<file path="src/rtl/dco_freq_meter.sv">
// Gated frequency meter: counts synchronized rising edges of sig_in over a
// 2^GATE_LOG2-cycle window and rescales the count into the NCO tuning-word domain.
module dco_freq_meter #(
    parameter int WIDTH       = 32,
    parameter int GATE_LOG2   = 12,
    parameter int SYNC_STAGES = 2
) (
    input  logic                 sys_clk,
    input  logic                 rst,
    input  logic                 sig_in,
    input  logic                 start,
    input  logic                 continuous,
    output logic                 busy,
    output logic                 meas_valid,
    output logic [GATE_LOG2-1:0] edge_count,
    output logic [WIDTH-1:0]     tuning_est
);

    localparam logic [0:0] ST_IDLE    = 1'b0;
    localparam logic [0:0] ST_MEASURE = 1'b1;

    localparam logic [GATE_LOG2-1:0] GATE_LAST = {GATE_LOG2{1'b1}};
    localparam logic [GATE_LOG2-1:0] GATE_ZERO = {GATE_LOG2{1'b0}};
    localparam logic [GATE_LOG2-1:0] GATE_ONE  = {{(GATE_LOG2-1){1'b0}}, 1'b1};

    // A window of 2^GATE_LOG2 cycles means each count is worth 2^(WIDTH-GATE_LOG2) in tuning units.
    function automatic logic [WIDTH-1:0] scale_count(input logic [GATE_LOG2-1:0] cnt);
        logic [WIDTH-1:0] v;
        v                = {WIDTH{1'b0}};
        v[GATE_LOG2-1:0] = cnt;
        return v << (WIDTH - GATE_LOG2);
    endfunction

    logic [SYNC_STAGES-1:0] r_sync;
    logic                   r_prev;
    logic [0:0]             r_state;
    logic [GATE_LOG2-1:0]   r_gate;
    logic [GATE_LOG2-1:0]   r_acc;
    logic                   r_busy;
    logic                   r_meas_valid;
    logic [GATE_LOG2-1:0]   r_edge_count;
    logic [WIDTH-1:0]       r_tuning_est;

    logic                   w_rise;
    logic                   w_gate_done;
    logic [GATE_LOG2-1:0]   w_acc_total;
    logic [0:0]             w_state_nxt;
    logic                   w_gate_load;

    assign w_rise      = r_sync[SYNC_STAGES-1] & ~r_prev;
    assign w_gate_done = (r_state == ST_MEASURE) && (r_gate == GATE_ZERO);
    assign w_acc_total = r_acc + {{(GATE_LOG2-1){1'b0}}, w_rise};

    // Synchronizer and edge-detect history run in every state.
    always_ff @(posedge sys_clk) begin
        if (rst) begin
            r_sync <= {SYNC_STAGES{1'b0}};
            r_prev <= 1'b0;
        end else begin
            r_sync <= {r_sync[SYNC_STAGES-2:0], sig_in};
            r_prev <= r_sync[SYNC_STAGES-1];
        end
    end

    // Next-state decode; a window reload happens on start from IDLE or on a continuous rollover.
    always_comb begin
        w_state_nxt = r_state;
        w_gate_load = 1'b0;
        case (r_state)
            ST_IDLE: begin
                if (start) begin
                    w_state_nxt = ST_MEASURE;
                    w_gate_load = 1'b1;
                end else begin
                    w_state_nxt = ST_IDLE;
                end
            end
            ST_MEASURE: begin
                if (r_gate == GATE_ZERO) begin
                    if (continuous) begin
                        w_state_nxt = ST_MEASURE;
                        w_gate_load = 1'b1;
                    end else begin
                        w_state_nxt = ST_IDLE;
                    end
                end else begin
                    w_state_nxt = ST_MEASURE;
                end
            end
            default: begin
                w_state_nxt = ST_IDLE;
                w_gate_load = 1'b0;
            end
        endcase
    end

    // Window state, gate counter and edge accumulator.
    always_ff @(posedge sys_clk) begin
        if (rst) begin
            r_state <= ST_IDLE;
            r_busy  <= 1'b0;
            r_gate  <= GATE_ZERO;
            r_acc   <= GATE_ZERO;
        end else begin
            r_state <= w_state_nxt;
            r_busy  <= (w_state_nxt == ST_MEASURE);
            if (w_gate_load) begin
                r_gate <= GATE_LAST;
                r_acc  <= GATE_ZERO;
            end else if (r_state == ST_MEASURE) begin
                r_gate <= r_gate - GATE_ONE;
                r_acc  <= w_acc_total;
            end else begin
                r_gate <= r_gate;
                r_acc  <= r_acc;
            end
        end
    end

    // Result registers include the final-cycle rise and hold until the next window ends.
    always_ff @(posedge sys_clk) begin
        if (rst) begin
            r_meas_valid <= 1'b0;
            r_edge_count <= GATE_ZERO;
            r_tuning_est <= {WIDTH{1'b0}};
        end else begin
            r_meas_valid <= w_gate_done;
            if (w_gate_done) begin
                r_edge_count <= w_acc_total;
                r_tuning_est <= scale_count(w_acc_total);
            end else begin
                r_edge_count <= r_edge_count;
                r_tuning_est <= r_tuning_est;
            end
        end
    end

    assign busy       = r_busy;
    assign meas_valid = r_meas_valid;
    assign edge_count = r_edge_count;
    assign tuning_est = r_tuning_est;

endmodule

</file>
<file path="config.mk">
export PLATFORM = sky130hd
export DESIGN_NAME = dco_freq_meter
export DESIGN_NICKNAME = d
export VERILOG_FILES = /design/src/rtl/dco_freq_meter.sv
export SDC_FILE = /design/constraint.sdc
export NUM_CORES = 1
export LEC_CHECK = 0
export CAP_MARGIN = 25
export CORE_ASPECT_RATIO = 0.9
export CORE_MARGIN = 5
export CORE_UTILIZATION = 50
export CTS_BUF_LIST = sky130_fd_sc_hd__clkbuf_4
export DETAILED_ROUTE_END_ITERATION = 10
export GPL_TIMING_DRIVEN = 0
export PLACE_DENSITY = 0.89
export SYNTH_ARGS = -nofsm -noshare
export SYNTH_HDL_FRONTEND = slang
export SYNTH_SLANG_ARGS = --single-unit
</file>
<file path="constraint.sdc">
create_clock -name sys_clk -period 2.9 [get_ports sys_clk]
set_clock_uncertainty 0.15 [all_clocks]
set_input_delay 0.58 -clock sys_clk [delete_from_list [all_inputs] [get_ports sys_clk]]
set_output_delay 0.58 -clock sys_clk [all_outputs]
set_load 0.005 [all_outputs]
</file>
---- After elaboration in Yosys (flattened, before gate mapping) ----
Index checks and enable logic that the tools add are counted.
cells by class
  bitwise logic cells ..................... 3
  add/subtract/negate cells ............... 2
  reduce and logical (&&, ||, !) cells .... 4
  shift operators ......................... 0
  $lt $le $gt $ge ......................... 0
  div/mod/pow operators ................... 0
  equal/unequal tests ..................... 0
  multiply operators ...................... 0
  mux-type cells .......................... 8
operator list
  kind                                                 number
  two-way mux 12 bit                                   2
  adder 12 x 1 -> 12 bit                               1
  logical NOT 12 bit                                   1
  subtractor 12 x 1 -> 12 bit (second input constant)  1
  two-way mux 1 bit                                    4
  case mux 1 bit (2 select lines)                      2
  NOT 1 bit                                            2
  nonzero test 2 bit                                   1
  OR reduction 2 bit                                   1
  bitwise AND 1 bit                                    1
  logical AND 1 bit                                    1
word-level totals
  logic and storage cells ................. 24
  input port bits ......................... 5
  bits in read-only memories .............. 0
  flip-flop bits (word level) ............. 41
  memory bits (writable) .................. 0
  memories kept ........................... 0
  bits in latches ......................... 0

---- Depth between registers and ports, before layout ----
  word-level depth ........................ 4
  gate-level depth with buffers ........... 7

---- Worst setup path before layout ----
OpenSTA, ideal clock, no wires.
  path kind ............................... reg2reg
  from .................................... reg r_gate[4]
  to ...................................... reg r_gate[11]
  buffers on the path ..................... 2
  stages on the path, launching flop included .. 7
  required time ........................... 2,676 ps
  path slack .............................. 694 ps
  arrival time ............................ 1,982 ps
  library setup time ...................... 74 ps
  path through ............................ dfxtp_1 or4_1 buf_2 or4_1 clkbuf_2 or3_1 a31oi_1
between the ends
  word-level cells in the longest chain between the ends .. 4
ends and longest elaborated chain
  what                                                                                 RTL line  source
  from (decl)                                                                          37        logic [GATE_LOG2-1:0] r_gate;
  from (signal assigned)                                                               111       r_gate <= r_gate - GATE_ONE;
  from (signal assigned)                                                               114       r_gate <= r_gate;
  parallel branches: the longest is 4 deep, another holds subtractor 12 x 1 -> 12 bit  -
Parallel ways; which one is timed is not known. The select of a mux whose other input is x is not followed.
A chain may end at the register's enable or synchronous reset.

---- Final worst setup path ----
  from .................................... reg r_gate[4]
  to ...................................... reg r_acc[7]
between the ends
  word-level cells in the longest chain between the ends .. 4
ends and longest elaborated chain
  what                             RTL line  source
  logical NOT 12 bit               79        if (r_gate == GATE_ZERO) begin
  two-way mux 1 bit                79
  case mux 1 bit (2 select lines)  69        case (r_state)
  OR reduction 2 bit (no line)     -
  to (signal assigned)             112       r_acc <= w_acc_total;
  to (signal assigned)             115       r_acc <= r_acc;
  to (decl)                        38        logic [GATE_LOG2-1:0] r_acc;
Every way passes these cells.

==> results.sh <==
export IMPL_cp_endpoint="r_acc[7]"
export IMPL_grt_pass1_wl_mm=7.68
export IMPL_maxCapViolCount=0
export IMPL_path_max_fanout=10
export IMPL_cp_required_ns=2.97
export IMPL_ctsResizeCount=0
export IMPL_post_synth_main_area_contributors="dfxtp_1 39%, buf_4 11%, xnor2_1 7.5%, a21oi_1 5.0%, xor2_1 3.8%"
export IMPL_min_path_type="flip-flop to flip-flop"
export IMPL_critical_path_class="flip-flop to flip-flop"
export IMPL_grt_pass1_vias=1735
export IMPL_synthFlopType="dfxtp_1"
export IMPL_area_growth_pct=24.3
export IMPL_p_clk_share_pct=31.7
export IMPL_die_area_um2=5590
export IMPL_cp_arrival_ns=2.65
export IMPL_setup_viol=0
export IMPL_hold_path_cell_count=1
export IMPL_syn_area_um2=2100
export IMPL_synth_most_common_cell="dfxtp_1"
export IMPL_ys_ff_latch=41
export IMPL_clk_latency_ns=0.36
export IMPL_fp_dieW_um=78.3
export IMPL_antenna_found_initial=0
export IMPL_start_kind="flip-flop"
export IMPL_seq_area_frac_synth_pct=39.1
export IMPL_r2r_cells=6
export IMPL_drt_iter0_drc=128
export IMPL_synth_edf_count=0
export IMPL_leakage_nw=0.973
export IMPL_peakVddDrop_mv=0.174
export IMPL_worstMarginPinSlew_ns=0.609
export IMPL_hpwl_mm=3.39
export IMPL_num_vias=1813
export IMPL_drc=0
export IMPL_routed_via_density=5.18
export IMPL_clk_path_buf_depth=2
export IMPL_num_rows=22
export IMPL_postRouteAntennaNets=0
export IMPL_grt_setup_unrepaired="no"
export IMPL_fmax_ghz=0.388
export IMPL_clock_root_buffer="clkbuf_4"
export IMPL_numCtsBuffers=5
export IMPL_pin_count=51
export IMPL_cp_end_kind="flip-flop"
export IMPL_finalCritPeriodShare_pct=88.9
export IMPL_power_switching_mw=0.295
export IMPL_drv_slew=0
export IMPL_clk_pin_slew_ns=0.12
export IMPL_cts_hold_buf=0
export IMPL_synth_top_cell_by_area="dfxtp_1"
export IMPL_status="finished, final reports clean"
export IMPL_post_cts_setup_buffers=0
export IMPL_start_util_pct=51.5
export IMPL_synthTopCellsByCount="41 x dfxtp_1, 32 x buf_4, 21 x a21oi_1"
export IMPL_drtPass1Iterations=4
export IMPL_swShare_pct=25.5
export IMPL_fin_nets=310
export IMPL_p_int_mw=0.860
export IMPL_fp_dieH_um=71.5
export IMPL_port_buffers=30
export IMPL_period_minus_slack_ns=2.58
export IMPL_reg2reg_from="r_gate[4]"
export IMPL_synth_cell_types=34
export IMPL_htreeDepth=2
export IMPL_drive_gt1_share_pct=14.9
export IMPL_syn_area_per_cell_um2=8.56
export IMPL_grt_total_usage_pct=16.9
export IMPL_async_flop_share_pct=0
export IMPL_grt_max_degree=13
export IMPL_wl_mm=4.47
export IMPL_slew_headroom_pct=58.9
export IMPL_n_antenna_cell=0
export IMPL_synth_top_area_share_pct=39.1
export IMPL_p_per_area_nw_per_um2=443
export IMPL_total_power_mw=1.15
export IMPL_place_gp_congestion=0.850
export IMPL_core_area_um2=4070
export IMPL_tns_ns=0
export IMPL_crit_start="r_gate[4]"
export IMPL_syn_inst=245
export IMPL_cts_tree="yes"
export IMPL_ys_warnings_count=0
export IMPL_cts_sinks=41
export IMPL_r2r_setup_slack_ns=0.32
export IMPL_power_frac_comb_pct=15.2
export IMPL_seqPwrFrac_pct=53.1
export IMPL_fillers=321
export IMPL_wl_per_cell_um=12.8
export IMPL_reg2reg_to="r_acc[7]"
export IMPL_grt_overflow_total=0
export IMPL_hold_violations=0
==> placed cells by master, fill, tap and decap left out, types with 3 or more instances in the layout <==
cell type        count
xnor2_1             18
a21oi_1             21
dfxtp_1             41
nor2b_1              6
nor2_1              20
conb_1              20
buf_4               32
nor4_1               3
or3_1                3
nor3_1              10
xor2_1               9
nand2_1              9
clkbuf_1            12
clkbuf_4             6
nand4_1              7
a211oi_1             9
clkdlybuf4s50_1     30
o21ai_0              6
nand3_1              8
ha_1                 4
a31oi_1              4
inv_1                4
and3_1               3
==> kinds of logic (layout without fill, tap and decap cells) <==
family,after synthesis,in the layout,synth area share [%]
adder cells (fa/ha/maj),4,4,2.39
XOR/XNOR,27,27,11.3
multiplexers,2,2,0.954
flip-flops,41,41,39.1
AO/OA/AOI/OAI,43,43,12.1
AND/OR/NAND/NOR,77,77,19.2
buffers and inverters,50,88,14.8
other,1,20,0.179
==> layout make-up <==
type	count	area, µm²	area share, %
Tap cell	48	60.1	2.30
Timing Repair Buffer	30	300	11.5
Clock buffer	6	45.0	1.73
Inverter	4	15.0	0.576
Multi-Input combinational cell	173	1040	39.8
Buffer	46	295	11.3
Clock inverter	2	33.8	1.29
Sequential cell	41	821	31.5
==> worst max-delay path, stage by stage (launching register included) <==
cell	delay [ns]
dfxtp_1	0.37
or4_1	0.52
buf_2	0.17
nor4_2	0.43
a311o_1	0.33
clkbuf_1	0.35
nor2_1	0.12
==> how the worst min path moves through the flow <==
stage / from / end / slack [ns]
5_1_grt: r_sync[1] / r_prev / 0.33
4_1_cts: r_sync[0] / r_sync[1] / 0.31
3_5_place_dp: r_sync[0] / r_sync[1] / 0.28
3_3_place_gp: r_sync[0] / r_sync[1] / 0.27
6_report: r_sync[0] / r_sync[1] / 0.30
2_1_floorplan: r_sync[0] / r_sync[1] / 0.26
==> stage by stage <==
step                instances  setup WS [ns]  cell area, µm²  hold WS, ns  utilization, %
global placement          342          0.359            2530        0.268            62.1
CTS                       350          0.318            2610        0.307            64.0
floorplan                 264          0.694            2170        0.264               -
finish                    350          0.321            2610        0.300            64.0
global route              350          0.129            2610        0.333            64.0
detailed placement        342          0.331            2530        0.280            62.1
==> sequential cells by signal (all words and copies together), names as in the netlist <==
name        count
busy            1
r_acc          12
r_sync          2
r_gate         12
edge_count     12
meas_valid      1
r_prev          1
==> layer usage <==
metal	track usage, %	wire [µm]
met1	20.4	1900
met2	27.8	2160
met3	3.89	291
met4	9.51	111
met5	0	0
==> power groups by stage <==
stage	combinational, mW	sequential, mW	clock, mW
2_1_floorplan	0.132	0.620	0
3_3_place_gp	0.167	0.624	0
3_5_place_dp	0.174	0.625	0
4_1_cts	0.174	0.612	0.374
5_1_grt	0.198	0.618	0.400
6_report	0.176	0.613	0.366
Power figures use the tool's default switching activity.
